### src/rtl/brick_collision_scanner_pkg.sv
// Shared encodings and defaults for the brick collision scanner.
package brick_pkg;

    // Contact face reported with a brick hit
    localparam logic [1:0] FACE_NONE   = 2'b00;
    localparam logic [1:0] FACE_SIDE   = 2'b01;  // reverse x
    localparam logic [1:0] FACE_TB     = 2'b10;  // reverse y
    localparam logic [1:0] FACE_CORNER = 2'b11;  // reverse both

    // Paddle contact zone
    localparam logic [1:0] ZONE_LEFT   = 2'b00;
    localparam logic [1:0] ZONE_CENTRE = 2'b01;
    localparam logic [1:0] ZONE_RIGHT  = 2'b10;

    // Default geometry
    localparam int DEF_PITCH_X = 128;
    localparam int DEF_PITCH_Y = 24;
    localparam int DEF_CW      = 10;

    // Scanner sequencing
    typedef enum logic [1:0] {
        ST_IDLE   = 2'd0,
        ST_SCAN   = 2'd1,
        ST_PADDLE = 2'd2,
        ST_REPORT = 2'd3
    } state_t;

endpackage

### src/rtl/brick_collision_scanner_if.sv
// Bundle of positions, controls and results between the scanner and its
// neighbours. The scanner is the slave; position/score logic is the master.
// Control pulses (frame_tick, load_level) and result pulses (hit_valid,
// paddle_hit, scan_done) are single-cycle strobes with no back-pressure:
// a pulse is consumed on the one rising edge where it is high.
interface brick_collision_scanner_if
    import brick_pkg::*;
#(
    parameter int N  = 10,
    parameter int IW = 4,
    parameter int CW = 10
) ();
    logic          frame_tick;
    logic          load_level;
    logic [CW-1:0] ball_x;
    logic [CW-1:0] ball_y;
    logic [CW-1:0] ball_w;
    logic [CW-1:0] ball_h;
    logic [CW-1:0] paddle_x;
    logic [CW-1:0] paddle_y;
    logic [CW-1:0] paddle_w;
    logic [CW-1:0] paddle_h;
    logic [CW-1:0] grid_x0;
    logic [CW-1:0] grid_y0;
    logic [CW-1:0] blk_w;
    logic [CW-1:0] blk_h;
    logic [N-1:0]  alive_mask;
    logic [IW:0]   blocks_left;
    logic          busy;
    logic          hit_valid;
    logic [IW-1:0] hit_idx;
    logic [1:0]    hit_face;
    logic          paddle_hit;
    logic [1:0]    paddle_zone;
    logic          scan_done;
    logic          overrun;
    state_t        state;       // debug view of the sequencer

    modport master (
        output frame_tick, load_level,
        output ball_x, ball_y, ball_w, ball_h,
        output paddle_x, paddle_y, paddle_w, paddle_h,
        output grid_x0, grid_y0, blk_w, blk_h,
        input  alive_mask, blocks_left, busy,
        input  hit_valid, hit_idx, hit_face,
        input  paddle_hit, paddle_zone, scan_done, overrun, state
    );

    modport slave (
        input  frame_tick, load_level,
        input  ball_x, ball_y, ball_w, ball_h,
        input  paddle_x, paddle_y, paddle_w, paddle_h,
        input  grid_x0, grid_y0, blk_w, blk_h,
        output alive_mask, blocks_left, busy,
        output hit_valid, hit_idx, hit_face,
        output paddle_hit, paddle_zone, scan_done, overrun, state
    );
endinterface

### src/rtl/brick_collision_scanner_rect_overlap.sv
// Axis-aligned rectangle overlap with penetration depths. Sums carry one
// extra bit so a rectangle touching the top of the coordinate range does not
// wrap. ox/oy are only meaningful when hit is set.
module rect_overlap #(
    parameter int W = 11
) (
    input  logic [W-1:0] ax,
    input  logic [W-1:0] ay,
    input  logic [W-1:0] aw,
    input  logic [W-1:0] ah,
    input  logic [W-1:0] bx,
    input  logic [W-1:0] by,
    input  logic [W-1:0] bw,
    input  logic [W-1:0] bh,
    output logic         hit,
    output logic [W:0]   ox,
    output logic [W:0]   oy
);
    logic [W:0] a_l, a_r, a_t, a_b;
    logic [W:0] b_l, b_r, b_t, b_b;
    logic [W:0] dx0, dx1, dy0, dy1;

    // Edge positions, strict-inequality overlap and the shallower depth per axis
    always_comb begin
        a_l = {1'b0, ax};
        a_r = {1'b0, ax} + {1'b0, aw};
        a_t = {1'b0, ay};
        a_b = {1'b0, ay} + {1'b0, ah};
        b_l = {1'b0, bx};
        b_r = {1'b0, bx} + {1'b0, bw};
        b_t = {1'b0, by};
        b_b = {1'b0, by} + {1'b0, bh};
        hit = (a_l < b_r) && (a_r > b_l) && (a_t < b_b) && (a_b > b_t);
        dx0 = a_r - b_l;
        dx1 = b_r - a_l;
        dy0 = a_b - b_t;
        dy1 = b_b - a_t;
        ox  = (dx0 < dx1) ? dx0 : dx1;
        oy  = (dy0 < dy1) ? dy0 : dy1;
    end
endmodule

### src/rtl/brick_collision_scanner.sv
// Brick grid collision scanner: after each frame_tick it walks the grid one
// brick per clock, keeps the first live brick the ball overlaps, checks the
// paddle, then reports everything in one cycle and removes the hit brick.
module brick_collision_scanner
    import brick_pkg::*;
#(
    parameter int NUM_COLS = 5,
    parameter int NUM_ROWS = 2,
    parameter int PITCH_X  = DEF_PITCH_X,
    parameter int PITCH_Y  = DEF_PITCH_Y,
    parameter int CW       = DEF_CW
) (
    input logic                       clk,
    input logic                       rst,
    brick_collision_scanner_if.slave  bus
);
    localparam int N   = NUM_COLS * NUM_ROWS;
    localparam int IW  = $clog2(N);
    localparam int CLW = (NUM_COLS > 1) ? $clog2(NUM_COLS) : 1;
    localparam int PW  = CW + 1;   // brick origins can run past the screen edge

    state_t        state;
    logic [IW-1:0] idx;
    logic [CLW-1:0] col;
    logic [PW-1:0] cur_x;
    logic [PW-1:0] cur_y;

    // Ball and paddle as they were when the frame started
    logic [CW-1:0] sh_ball_x, sh_ball_y, sh_ball_w, sh_ball_h;
    logic [CW-1:0] sh_pad_x, sh_pad_y, sh_pad_w, sh_pad_h;

    // First hit found during the current scan
    logic          found;
    logic [IW-1:0] found_idx;
    logic [1:0]    found_face;

    logic [N-1:0]  alive;
    logic          busy_r;
    logic          hit_valid_r;
    logic [IW-1:0] hit_idx_r;
    logic [1:0]    hit_face_r;
    logic          paddle_hit_r;
    logic [1:0]    paddle_zone_r;
    logic          scan_done_r;
    logic          overrun_r;

    logic          brick_hit;
    logic [PW:0]   brick_ox, brick_oy;
    logic [1:0]    brick_face;
    logic          pad_hit;
    logic [PW:0]   pad_ox_unused, pad_oy_unused;
    logic [PW-1:0] ball_cx, pad_off, pad_quarter, pad_right;
    logic [1:0]    zone;
    logic [IW:0]   live_count;

    rect_overlap #(.W(PW)) u_brick (
        .ax ({1'b0, sh_ball_x}),
        .ay ({1'b0, sh_ball_y}),
        .aw ({1'b0, sh_ball_w}),
        .ah ({1'b0, sh_ball_h}),
        .bx (cur_x),
        .by (cur_y),
        .bw ({1'b0, bus.blk_w}),
        .bh ({1'b0, bus.blk_h}),
        .hit(brick_hit),
        .ox (brick_ox),
        .oy (brick_oy)
    );

    rect_overlap #(.W(PW)) u_paddle (
        .ax ({1'b0, sh_ball_x}),
        .ay ({1'b0, sh_ball_y}),
        .aw ({1'b0, sh_ball_w}),
        .ah ({1'b0, sh_ball_h}),
        .bx ({1'b0, sh_pad_x}),
        .by ({1'b0, sh_pad_y}),
        .bw ({1'b0, sh_pad_w}),
        .bh ({1'b0, sh_pad_h}),
        .hit(pad_hit),
        .ox (pad_ox_unused),
        .oy (pad_oy_unused)
    );

    // Shallower penetration picks the face to bounce off; a tie is a corner
    always_comb begin
        brick_face = FACE_CORNER;
        if (brick_ox < brick_oy) begin
            brick_face = FACE_SIDE;
        end else if (brick_oy < brick_ox) begin
            brick_face = FACE_TB;
        end
    end

    // Ball centre offset from the paddle's left edge, clamped at zero, into a zone
    always_comb begin
        ball_cx     = {1'b0, sh_ball_x} + {2'b00, sh_ball_w[CW-1:1]};
        pad_off     = (ball_cx > {1'b0, sh_pad_x}) ? (ball_cx - {1'b0, sh_pad_x}) : '0;
        pad_quarter = {3'b000, sh_pad_w[CW-1:2]};
        pad_right   = {1'b0, sh_pad_w} - pad_quarter;
        zone        = ZONE_CENTRE;
        if (pad_off < pad_quarter) begin
            zone = ZONE_LEFT;
        end else if (pad_off >= pad_right) begin
            zone = ZONE_RIGHT;
        end
    end

    // Number of bricks still standing
    always_comb begin
        live_count = '0;
        for (int i = 0; i < N; i++) begin
            live_count = live_count + {{IW{1'b0}}, alive[i]};
        end
    end

    // Sequencer: scan, paddle check, report; load_level overrides everything
    always_ff @(posedge clk or posedge rst) begin
        if (rst) begin
            state         <= ST_IDLE;
            idx           <= '0;
            col           <= '0;
            cur_x         <= '0;
            cur_y         <= '0;
            sh_ball_x     <= '0;
            sh_ball_y     <= '0;
            sh_ball_w     <= '0;
            sh_ball_h     <= '0;
            sh_pad_x      <= '0;
            sh_pad_y      <= '0;
            sh_pad_w      <= '0;
            sh_pad_h      <= '0;
            found         <= 1'b0;
            found_idx     <= '0;
            found_face    <= FACE_NONE;
            alive         <= '1;
            busy_r        <= 1'b0;
            hit_valid_r   <= 1'b0;
            hit_idx_r     <= '0;
            hit_face_r    <= FACE_NONE;
            paddle_hit_r  <= 1'b0;
            paddle_zone_r <= ZONE_LEFT;
            scan_done_r   <= 1'b0;
            overrun_r     <= 1'b0;
        end else if (bus.load_level) begin
            state        <= ST_IDLE;
            idx          <= '0;
            found        <= 1'b0;
            alive        <= '1;
            busy_r       <= 1'b0;
            hit_valid_r  <= 1'b0;
            paddle_hit_r <= 1'b0;
            scan_done_r  <= 1'b0;
            overrun_r    <= 1'b0;
        end else begin
            hit_valid_r  <= 1'b0;
            paddle_hit_r <= 1'b0;
            scan_done_r  <= 1'b0;
            if (bus.frame_tick && (state != ST_IDLE)) begin
                overrun_r <= 1'b1;
            end
            case (state)
                ST_IDLE: begin
                    if (bus.frame_tick) begin
                        state     <= ST_SCAN;
                        busy_r    <= 1'b1;
                        idx       <= '0;
                        col       <= '0;
                        cur_x     <= {1'b0, bus.grid_x0};
                        cur_y     <= {1'b0, bus.grid_y0};
                        found     <= 1'b0;
                        sh_ball_x <= bus.ball_x;
                        sh_ball_y <= bus.ball_y;
                        sh_ball_w <= bus.ball_w;
                        sh_ball_h <= bus.ball_h;
                        sh_pad_x  <= bus.paddle_x;
                        sh_pad_y  <= bus.paddle_y;
                        sh_pad_w  <= bus.paddle_w;
                        sh_pad_h  <= bus.paddle_h;
                    end
                end
                ST_SCAN: begin
                    if (!found && alive[idx] && brick_hit) begin
                        found      <= 1'b1;
                        found_idx  <= idx;
                        found_face <= brick_face;
                    end
                    // Walk the grid by adding pitches instead of multiplying
                    if (col == CLW'(NUM_COLS - 1)) begin
                        col   <= '0;
                        cur_x <= {1'b0, bus.grid_x0};
                        cur_y <= cur_y + PW'(PITCH_Y);
                    end else begin
                        col   <= col + 1'b1;
                        cur_x <= cur_x + PW'(PITCH_X);
                    end
                    if (idx == IW'(N - 1)) begin
                        state <= ST_PADDLE;
                    end else begin
                        idx <= idx + 1'b1;
                    end
                end
                ST_PADDLE: begin
                    state        <= ST_REPORT;
                    scan_done_r  <= 1'b1;
                    hit_valid_r  <= found;
                    paddle_hit_r <= pad_hit;
                    if (found) begin
                        hit_idx_r  <= found_idx;
                        hit_face_r <= found_face;
                    end
                    if (pad_hit) begin
                        paddle_zone_r <= zone;
                    end
                end
                ST_REPORT: begin
                    if (hit_valid_r) begin
                        alive[hit_idx_r] <= 1'b0;
                    end
                    state  <= ST_IDLE;
                    busy_r <= 1'b0;
                    idx    <= '0;
                end
                default: begin
                    state  <= ST_IDLE;
                    busy_r <= 1'b0;
                end
            endcase
        end
    end

    assign bus.alive_mask  = alive;
    assign bus.blocks_left = live_count;
    assign bus.busy        = busy_r;
    assign bus.hit_valid   = hit_valid_r;
    assign bus.hit_idx     = hit_idx_r;
    assign bus.hit_face    = hit_face_r;
    assign bus.paddle_hit  = paddle_hit_r;
    assign bus.paddle_zone = paddle_zone_r;
    assign bus.scan_done   = scan_done_r;
    assign bus.overrun     = overrun_r;
    assign bus.state       = state;

endmodule

### src/flat_wrapper.sv
// flat-port wrapper written by rule: the top's interface ports become plain ports
module brick_collision_scanner_flat import brick_pkg::*;
#(
    parameter int NUM_COLS = 5,
    parameter int NUM_ROWS = 2,
    parameter int PITCH_X  = DEF_PITCH_X,
    parameter int PITCH_Y  = DEF_PITCH_Y,
    parameter int CW       = DEF_CW
)
  (clk, rst, bus_frame_tick, bus_load_level, bus_ball_x, bus_ball_y, bus_ball_w, bus_ball_h, bus_paddle_x, bus_paddle_y, bus_paddle_w, bus_paddle_h, bus_grid_x0, bus_grid_y0, bus_blk_w, bus_blk_h, bus_alive_mask, bus_blocks_left, bus_busy, bus_hit_valid, bus_hit_idx, bus_hit_face, bus_paddle_hit, bus_paddle_zone, bus_scan_done, bus_overrun, bus_state);
  brick_collision_scanner_if #(.N(((5) * (2))), .IW((4)), .CW(CW)) bus_i ();
  input logic clk;
  input logic rst;
  input wire logic [$bits(bus_i.frame_tick)-1:0] bus_frame_tick;
  input wire logic [$bits(bus_i.load_level)-1:0] bus_load_level;
  input wire logic [$bits(bus_i.ball_x)-1:0] bus_ball_x;
  input wire logic [$bits(bus_i.ball_y)-1:0] bus_ball_y;
  input wire logic [$bits(bus_i.ball_w)-1:0] bus_ball_w;
  input wire logic [$bits(bus_i.ball_h)-1:0] bus_ball_h;
  input wire logic [$bits(bus_i.paddle_x)-1:0] bus_paddle_x;
  input wire logic [$bits(bus_i.paddle_y)-1:0] bus_paddle_y;
  input wire logic [$bits(bus_i.paddle_w)-1:0] bus_paddle_w;
  input wire logic [$bits(bus_i.paddle_h)-1:0] bus_paddle_h;
  input wire logic [$bits(bus_i.grid_x0)-1:0] bus_grid_x0;
  input wire logic [$bits(bus_i.grid_y0)-1:0] bus_grid_y0;
  input wire logic [$bits(bus_i.blk_w)-1:0] bus_blk_w;
  input wire logic [$bits(bus_i.blk_h)-1:0] bus_blk_h;
  output wire logic [$bits(bus_i.alive_mask)-1:0] bus_alive_mask;
  output wire logic [$bits(bus_i.blocks_left)-1:0] bus_blocks_left;
  output wire logic [$bits(bus_i.busy)-1:0] bus_busy;
  output wire logic [$bits(bus_i.hit_valid)-1:0] bus_hit_valid;
  output wire logic [$bits(bus_i.hit_idx)-1:0] bus_hit_idx;
  output wire logic [$bits(bus_i.hit_face)-1:0] bus_hit_face;
  output wire logic [$bits(bus_i.paddle_hit)-1:0] bus_paddle_hit;
  output wire logic [$bits(bus_i.paddle_zone)-1:0] bus_paddle_zone;
  output wire logic [$bits(bus_i.scan_done)-1:0] bus_scan_done;
  output wire logic [$bits(bus_i.overrun)-1:0] bus_overrun;
  output wire logic [$bits(bus_i.state)-1:0] bus_state;
  assign bus_i.frame_tick = bus_frame_tick;
  assign bus_i.load_level = bus_load_level;
  assign bus_i.ball_x = bus_ball_x;
  assign bus_i.ball_y = bus_ball_y;
  assign bus_i.ball_w = bus_ball_w;
  assign bus_i.ball_h = bus_ball_h;
  assign bus_i.paddle_x = bus_paddle_x;
  assign bus_i.paddle_y = bus_paddle_y;
  assign bus_i.paddle_w = bus_paddle_w;
  assign bus_i.paddle_h = bus_paddle_h;
  assign bus_i.grid_x0 = bus_grid_x0;
  assign bus_i.grid_y0 = bus_grid_y0;
  assign bus_i.blk_w = bus_blk_w;
  assign bus_i.blk_h = bus_blk_h;
  assign bus_alive_mask = bus_i.alive_mask;
  assign bus_blocks_left = bus_i.blocks_left;
  assign bus_busy = bus_i.busy;
  assign bus_hit_valid = bus_i.hit_valid;
  assign bus_hit_idx = bus_i.hit_idx;
  assign bus_hit_face = bus_i.hit_face;
  assign bus_paddle_hit = bus_i.paddle_hit;
  assign bus_paddle_zone = bus_i.paddle_zone;
  assign bus_scan_done = bus_i.scan_done;
  assign bus_overrun = bus_i.overrun;
  assign bus_state = bus_i.state;
  brick_collision_scanner #(.NUM_COLS(NUM_COLS), .NUM_ROWS(NUM_ROWS), .PITCH_X(PITCH_X), .PITCH_Y(PITCH_Y), .CW(CW)) u_core (.clk(clk), .rst(rst), .bus(bus_i));
endmodule
### config.mk
export PLATFORM = sky130hd
export DESIGN_NAME = brick_collision_scanner_flat
export DESIGN_NICKNAME = d
export VERILOG_FILES = /design/src/rtl/brick_collision_scanner_pkg.sv /design/src/rtl/brick_collision_scanner_if.sv /design/src/rtl/brick_collision_scanner_rect_overlap.sv /design/src/rtl/brick_collision_scanner.sv /design/src/flat_wrapper.sv
export SDC_FILE = /design/constraint.sdc
export NUM_CORES = 1
export LEC_CHECK = 0
export CORE_UTILIZATION = 53
export DETAILED_ROUTE_END_ITERATION = 8
export MAX_ROUTING_LAYER = met4
export PLACE_DENSITY = 0.78
export SETUP_SLACK_MARGIN = 0.2
export SLEW_MARGIN = 5
export SYNTH_ARGS = -nofsm -noshare
export SYNTH_HDL_FRONTEND = slang
export SYNTH_SLANG_ARGS = --single-unit
### constraint.sdc
create_clock -name clk -period 5.48 [get_ports clk]
set_input_delay 0.548 -clock clk [delete_from_list [all_inputs] [get_ports clk]]
set_output_delay 0.548 -clock clk [all_outputs]
set_load 0.05 [all_outputs]
# After elaboration in Yosys (flattened, before gate mapping)
# Cells that the tools add are included.
# W data, S select, Z words.
# op_classes
n_addsub,26
mul,0
div_mod_pow,0
magnitude_cmp,18
eq_ne,11
shifts,0
mux,46
bitwise,3
n_reduce_logical,31
# ops
operator,count
$mux W11,5
$lt A12 B12 Y1,4
$add A10 B10 Y11,4
$pmux W11 S2,2
$add A5 B1 Y5,8
$mux W10,3
$add A11 B10 Y12,2
$gt A12 B10 Y1,2
$lt A10 B12 Y1,2
$mux W12,2
$sub A12 B10 Y12,2
$lt A10 B11 Y1,2
$reduce_and A3 Y1,7
$mux W1,16
$gt A12 B11 Y1,1
$mux W2,6
$mux W4,3
$pmux W4 S3,1
$sub A11 B11 Y12,1
$sub A12 B11 Y12,1
$add A10 B9 Y11,1
$add A11 B5 Y11 const B,1
$add A11 B8 Y11 const B,1
$ge A11 B11 Y1,1
35 further kinds,57
# totals
register_bits,141
latch_bits,0
ram_bits,0
rom_bits,0
output_inout_bits,30
n_memories,0

# Depth between registers and ports, before layout
# Gate-level depths: netlist of the first run.
# logic_depth
depth_word,9
ltp_mapped,29
ltp_nobuf,27

# Cells and area by module
# From an unflattened synthesis of the first run, not the netlist that was laid out.
# hier_totals
cells_unflattened,1970
hier_area_um2,17274.1
# by_module_without_submodules
module,instances,cells_each,area_per_inst_um2
brick_collision_scanner,1,727,7982.7
rect_overlap (u_core.u_brick),1,625,4653.2
rect_overlap (u_core.u_paddle),1,618,4638.2

# Worst setup path before layout of the first run
# OpenSTA, ideal clock, no wires.
# synth_path
kind,register -> register
from,register u_core.sh_ball_y[0]
to,register u_core.found_face[0]
setup_time_ns,0.125
arrival_time_ns,5.766
t_required_ns,5.355
path_slack_ns,-0.411
stages_incl_launch_ff,26
path_buffers,1
period_less_slack_ns,5.891
cell_sequence,dfrtp_1 -> ha_1 -> fa_1 -> a21oi_1 -> nor2_1 -> a2111oi_1 -> o21bai_1 -> a21oi_1 -> xnor2_1 -> ha_1 -> nand3_1 -> a2111oi_0 -> or2_0 -> nor3_1 -> ha_1 -> a211o_1 -> a211oi_1 -> o21ai_1 -> buf_2 -> mux2_1 -> ha_1 -> a21o_1 -> a21o_1 -> a21oi_1 -> o211ai_1 -> mux2_4
# synth_via
elab_chain_cells,7
# synth_lines
item,line_no,text
"start, declared",brick_collision_scanner.sv:29,"logic [CW-1:0] sh_ball_x, sh_ball_y, sh_ball_w, sh_ball_h;"
"start signal, assigned",brick_collision_scanner.sv:172,sh_ball_y <= bus.ball_y;
$add A10 B10 Y11,brick_collision_scanner_rect_overlap.sv:28,"a_b = {1'b0, ay} + {1'b0, ah};"
$sub A11 B11 Y12,brick_collision_scanner_rect_overlap.sv:36,dy0 = a_b - b_t;
$lt A12 B12 Y1,brick_collision_scanner_rect_overlap.sv:39,oy = (dy0 < dy1) ? dy0 : dy1;
$mux W12,brick_collision_scanner_rect_overlap.sv:39,
$lt A12 B12 Y1,brick_collision_scanner.sv:89,end else if (brick_oy < brick_ox) begin
$mux W1,brick_collision_scanner.sv:89,
$mux W2,brick_collision_scanner.sv:87,if (brick_ox < brick_oy) begin
"end signal, assigned",brick_collision_scanner.sv:185,found_face <= brick_face;
"end, declared",brick_collision_scanner.sv:35,logic [1:0] found_face;
# Parallel ways exist; a longest one is shown, timed or not.
# A chain may end at the register's enable or synchronous reset.

# Worst setup path after layout of the first run
# layout_path
from,register u_core.sh_ball_y[0]
to,register u_core.found_face[1]
# layout_via
elab_chain_cells,6
# layout_lines
item,line_no
$add A10 B10 Y11,brick_collision_scanner_rect_overlap.sv:28
$sub A11 B11 Y12,brick_collision_scanner_rect_overlap.sv:36
$lt A12 B12 Y1,brick_collision_scanner_rect_overlap.sv:39
$mux W12,brick_collision_scanner_rect_overlap.sv:39
$lt A12 B12 Y1,brick_collision_scanner.sv:87
$mux W2,brick_collision_scanner.sv:87
# Parallel ways exist; a longest one is shown, timed or not.

==> flow_summary.yaml, run 1 <==
yosys:
  synthCells: 1514
  synth_nets: 1893
  async_flop_share_pct: 100
  synth_area_leader_cell: "dfrtp_1"
  synth_edf_count: 0
  synth_ff_type: "dfrtp_1"
  synth_top_cell_area_share_pct: 23.5
  ys_seq_area_share_pct: 25.4
  yosysUniqueCellTypes: 80
  yosys-top-cells-area: "dfrtp_1 24%, ha_1 21%, mux2_2 7.5%, a21oi_1 4.3%, inv_1 4.3%"
  avgSynthCellArea_um2: 9.20
  netlist_area_mm2: 0.0139
  ys_ff_latch: 141
  yosysWarnings: 0
floorplanning:
  dieArea_mm2: 0.0269
  start_util_pct: 54.7
  fp.dieH_um: 164
  die_x_um: 164
  row_count: 58
  pin_count: 154
  core-area_mm2: 0.0255
global_routing:
  gr-total-overflow: 0
  grt_pass1_vias: 12600
  antenna_found_initial: 0
  track_usage_pct: 29.4
  grt_pass1_wl_um: 60500
  grt_max_degree: 94
timing:
  final.min_clock_period_ns: 5.69
  worst_slew_pin_slew_ns: 1.18
  fmax_mhz: 176
  skew_ns: 0.0106
  final.period_utilization_pct: 104
  drv_slew: 0
  rsz0062_at_grt: "true"
  setup_slack_ns: -0.211
  relSlewSlack_pct: 21.2
  hold_violations: 0
  setup_violations: 2
drt:
  wl_per_cell_um: 17.8
  routed_wl_um: 38500
  vias: 12400
  drtPass1Iterations: 5
  viasPerCell: 5.76
  postRouteAntennaNets: 0
  drtIter0Drc: 785
  drc: 0
final_layout:
  area_delta_synth_final_pct: 29.9
  drive_gt1_share_pct: 22.2
  diodes: 0
  layout_common_cells: "223 x ha_1, 158 x inv_1, 150 x clkdlybuf4s50_1, 148 x buf_4, 128 x dfrtp_1"
  final_core_util_pct: 71.0
  nets: 2194
  final_common_cell: "ha_1"
  fillers: 1846
worst_setup_path:
  critical_path_class: "flip-flop to flip-flop"
  cp_num_buf_inv: 0
  critPathMaxStageDelay_ns: 0.43
  crit_path_start_kind: "flip-flop"
  critical_path.top_delay_family: "compound AO/OA/AOI/OAI gates"
  cp-end-kind: "flip-flop"
  cp.arrival_ns: 6.02
  critPathRequiredTime_ns: 5.81
  worstPathMaxFanout: 4
  crit_top_cell: "a21oi_2"
  cp_slowest_cell: "dfrtp_1"
placed_design:
  hpwlAfterDp_um: 30000
  gp_congestion: 0.913
  post-place-ws_ns: -0.610
  io_buffers: 152
clocking:
  cts_sinks: 141
  clk_pin_slew_ns: 0.07
  htree_levels: 4
  numCtsBuffers: 17
  cts_tree: "done"
  clk_path_buf_depth: 2
  clk_latency_ns: 0.45
  cts_root_buf: "clkbuf_16"
status:
  violations: "setup timing"
  status: "finished with violations"
job:
  cap_violations: 0
worst_hold_path:
  hp-class: "flip-flop to flip-flop"
==> synthesized netlist by cell type (23+ instances only) <==
cell      instances
ha_1            236
inv_1           160
nand2b_1         23
dfrtp_1         131
mux2_2           93
a21oi_1         120
nor2_1           77
mux2i_1          23
xor2_1           37
xnor2_1          64
o21ai_0          81
a21o_1           45
nand3_1          39
nand2_1          86
==> registers in the layout, indices dropped and copies added, names as in the netlist, 3 cells and up <==
signal,flops
u_core.cur_x,11
u_core.bus.hit_idx,4
u_core.sh_pad_y,10
u_core.sh_ball_h,10
u_core.sh_ball_y,10
u_core.sh_ball_x,10
u_core.sh_ball_w,10
u_core.sh_pad_h,10
u_core.bus.alive_mask,10
u_core.idx,4
u_core.cur_y,11
u_core.found_idx,4
u_core.sh_pad_w,10
u_core.col,3
u_core.sh_pad_x,10
==> worst paths after layout <==
check | end | slack [ns] | cells past startpoint | from
setup reg to reg | u_core.found_face[1] | -0.21 | 25 | u_core.sh_ball_y[0]
hold reg to reg | u_core.sh_pad_h[3] | 0.52 | 1 | u_core.sh_pad_h[3]
min in group asynchronous | u_core.sh_pad_h[5] | 0.65 | 2 | rst
setup / recovery | u_core.found_face[1] | -0.21 | 25 | u_core.sh_ball_y[0]
max in group asynchronous | u_core.cur_y[6] | 3.66 | 3 | rst
hold / removal | u_core.sh_pad_h[3] | 0.52 | 1 | u_core.sh_pad_h[3]
==> timing repair <==
item | CTS | global route
endpoints found under the setup margin | 3 | 4
pin swaps | 25 | 67
buffers inserted | 3 | 29
resized for setup | 32 | 70
hold buffers | 0 | 0
==> cell type report <==
type                    count  area [um^2]  share of cell area [%]
well taps                 330          413                    2.28
clock buffers              20          467                    2.58
repair buffers            309         2720                    15.0
multi-input cells        1186        10200                    56.6
flip-flops and latches    141         3540                    19.6
inverters                 160          606                    3.35
clock inverters            12          109                   0.602
==> per-layer routing <==
layer  wire length, um  up-vias  track usage [%]
met4               922        0             9.13
li1                  -     6000                -
met2             19300      370             51.6
met5                 0        -                -
met1             16600     5989             34.3
met3              1710       78             4.42
==> through the flow <==
step / area, um^2 / setup TNS (ns) / hold WS [ns] / instances
final: 18100 / -0.347 / 0.515 / 2158
after global routing: 18100 / -0.804 / 0.531 / 2158
after CTS: 17500 / -0.250 / 0.518 / 2129
after detailed placement: 16800 / -1.21 / 0.498 / 2094
after global placement: 16800 / -0.903 / 0.486 / 2094
after floorplan: 14000 / 0 / 0.478 / 1514
==> cells by family (layout without fill, tap and decap cells) <==
| kind of cell | after synthesis | in the layout | synth area share, % |
|---|---|---|---|
| DFF | 141 | 141 | 25.4 |
| buffers and inverters | 187 | 501 | 5.13 |
| adders and majority gates | 255 | 255 | 23.9 |
| xor gates and xnor gates | 101 | 101 | 6.35 |
| other | 1 | 1 | 0.0269 |
| muxes | 125 | 125 | 10.2 |
| and+or+nand+nor | 323 | 323 | 11.5 |
| AOI/OAI and AO/OA | 381 | 381 | 17.5 |
Power of run 1 is left out: the tool's default activity adds up to more than one toggle a clock period on the data nets, which glitch-free logic cannot reach.
==> inputs of run 2 (changes only) <==
--- a/config.mk
+++ b/config.mk
@@ -7,6 +7,7 @@
 export LEC_CHECK = 0
 export CORE_UTILIZATION = 53
 export DETAILED_ROUTE_END_ITERATION = 8
+export GPL_TIMING_DRIVEN = 0
 export MAX_ROUTING_LAYER = met4
 export PLACE_DENSITY = 0.78
 export SETUP_SLACK_MARGIN = 0.2
==> run 2 against run 1 <==
  * The flow still finishes with violations (setup timing)
  * Critical path depth fell by 1
  * Global-route usage rose by 0.16 points
  * Clock skew fell by 0.0014 ns
  * Sequential share of layout area rose by 0.26 points
  * Routed wire length rose by 1.9%
  * Via count fell by 0.59%
  * Count of clock-buffer cells in the layout fell by 3
  * Die area did not move
  * Hold slack got worse by 0.0082 ns
  * Utilization fell by 0.87 points
  * Cell area fell by 1.2%
==> flow_summary.yaml, run 2 (same netlist as run 1, synthesis figures left out) <==
drt:
  met3_length_um: 2290
  wl_per_cell_um: 18.7
  vias: 12400
  met1_length_um: 16500
  drc: 0
  postRouteAntennaNets: 0
  viasPerCell: 5.88
  top_layer_used: "met4"
  routed_wl_um: 39300
  met2_length_um: 19300
  drtIter0Drc: 913
  drtPass1Iterations: 5
floorplanning:
  core-area_mm2: 0.0255
  fp.dieH_um: 164
  pin_count: 154
  dieArea_mm2: 0.0269
  die_x_um: 164
  row_count: 58
  start_util_pct: 54.7
clocking:
  cts_tree: "done"
  clk_path_buf_depth: 2
  clk_latency_ns: 0.44
  htree_levels: 4
  numCtsBuffers: 17
  cts_sinks: 141
  clk_pin_slew_ns: 0.07
  cts_root_buf: "clkbuf_16"
timing:
  final.min_clock_period_ns: 5.88
  worst_slew_pin_slew_ns: 0.859
  skew_ns: 0.00910
  setup_violations: 2
  hold_violations: 0
  relSlewSlack_pct: 42.7
  final.period_utilization_pct: 107
  final.setup.tns_ns: -0.799
  fmax_mhz: 170
  setup_slack_ns: -0.400
  rsz0062_at_grt: "true"
  drv_slew: 0
placed_design:
  post-place-ws_ns: -0.925
  dpl_cell_area_mm2: 0.0160
  hpwlAfterDp_um: 29000
  gp_congestion: 0.914
  io_buffers: 152
global_routing:
  track_usage_pct: 29.5
  grt_pass1_vias: 12300
  grt_pass1_wl_um: 60600
  gr-total-overflow: 0
  antenna_found_initial: 1
  grt_max_degree: 93
final_layout:
  layout_common_cells: "217 x ha_1, 158 x inv_1, 149 x clkdlybuf4s50_1, 125 x dfrtp_1, 96 x a21oi_1"
  final_core_util_pct: 70.2
  nets: 2139
  reg.largest.list: "u_core.cur_x: 11 flops, u_core.cur_y: 11 flops"
  final_common_cell: "ha_1"
  finalInstanceArea_mm2: 0.0179
  area_delta_synth_final_pct: 28.3
  drive_gt1_share_pct: 20.5
worst_setup_path:
  ff2ff_path_depth: 24
  crit_path_start_kind: "flip-flop"
  crit-reg2reg-capture: "u_core.found_face[1]"
  r2r_slack_ns: -0.40
  critPathRequiredTime_ns: 5.81
  r2r_start: "u_core.sh_ball_x[0]"
  cp.arrival_ns: 6.21
  worstPathMaxFanout: 5
  cp-end-kind: "flip-flop"
  critical_path_class: "flip-flop to flip-flop"
status:
  status: "finished with violations"
  violations: "setup timing"
worst_hold_path:
  hp-class: "input port to asynchronous set/reset pin"
job:
  cap_violations: 0
## run 2: changes by cell type in the layout (fill, tap and decap cells not counted), moves of 4 or more
cell      before  now
ha_2           2    7
o21ai_2        3    9
buf_4        148   75
o21ai_1       24   15
mux2i_4        0    4
clkbuf_1       0   18
ha_1         223  217
## run 2: per-layer routing
metal | vias to the layer above | track usage, %
met4 | 0 | 11.3
met5 | - | -
met1 | 5963 | 36.2
met3 | 92 | 4.17
li1 | 5896 | -
met2 | 412 | 49.0
## run 2: how the worst max path moves through the flow
stage / from / endpoint / slack (ns) / depth (start not counted)
after floorplan: bus_blk_h[0] / u_core.found_face[0] / 0.16 / 25
after global placement: rst / u_core.sh_ball_y[1] / -1.35 / 2
after CTS: u_core.sh_ball_y[0] / u_core.found_face[1] / -0.23 / 26
after global routing: u_core.sh_ball_y[0] / u_core.found_face[1] / -0.55 / 25
final: u_core.sh_ball_x[0] / u_core.found_face[1] / -0.40 / 24
after detailed placement: bus_blk_w[0] / u_core.found_face[1] / -0.92 / 25
## run 2: stage by stage
step / hold WS (ns) / std cells
4_1_cts: 0.511 / 2064
2_1_floorplan: 0.478 / 1514
5_1_grt: 0.534 / 2104
6_report: 0.507 / 2104
3_5_place_dp: 0.496 / 1997
3_3_place_gp: 0.488 / 1996
## run 2: timing repair
| action | CTS | global route |
|---|---|---|
| pin swaps | 51 | 90 |
| gates resized for setup | 60 | 85 |
| endpoints found under the hold margin | 0 | 0 |
| setup buffers | 34 | 39 |
| hold buffers | 0 | 0 |
| gates cloned | 1 | 0 |
| setup endpoints to repair | 4 | 4 |
## run 2: area by class of cell
type | instances | area [um^2]
clock buffer | 17 | 425
antenna | 1 | 2.50
timing repair buffer | 227 | 2110
sequential | 141 | 3550
clock inverter | 15 | 176
buffer | 27 | 156
multi-input combinational | 1186 | 10400
fill | 1832 | 7600
inverter | 160 | 606
tap | 330 | 413
## run 2: worst max-delay path, cell delays in order (launching register included)
cell and delay [ns]:
dfrtp_2 0.45, ha_1 0.24, fa_2 0.38, a21oi_2 0.19, o211ai_1 0.18, o41ai_2 0.37, buf_4 0.19, xnor2_2 0.14
ha_4 0.33, inv_1 0.07, o31a_1 0.33, xnor2_2 0.20, ha_1 0.28, a2111o_1 0.46, a21oi_2 0.21, o21ai_4 0.10
buf_6 0.16, mux2i_4 0.20, ha_4 0.29, a21o_1 0.12, a21o_1 0.11, a21oi_1 0.05, o211ai_1 0.26, o41ai_2 0.18
mux2_4 0.28
Power of run 2 is left out for the same reason.
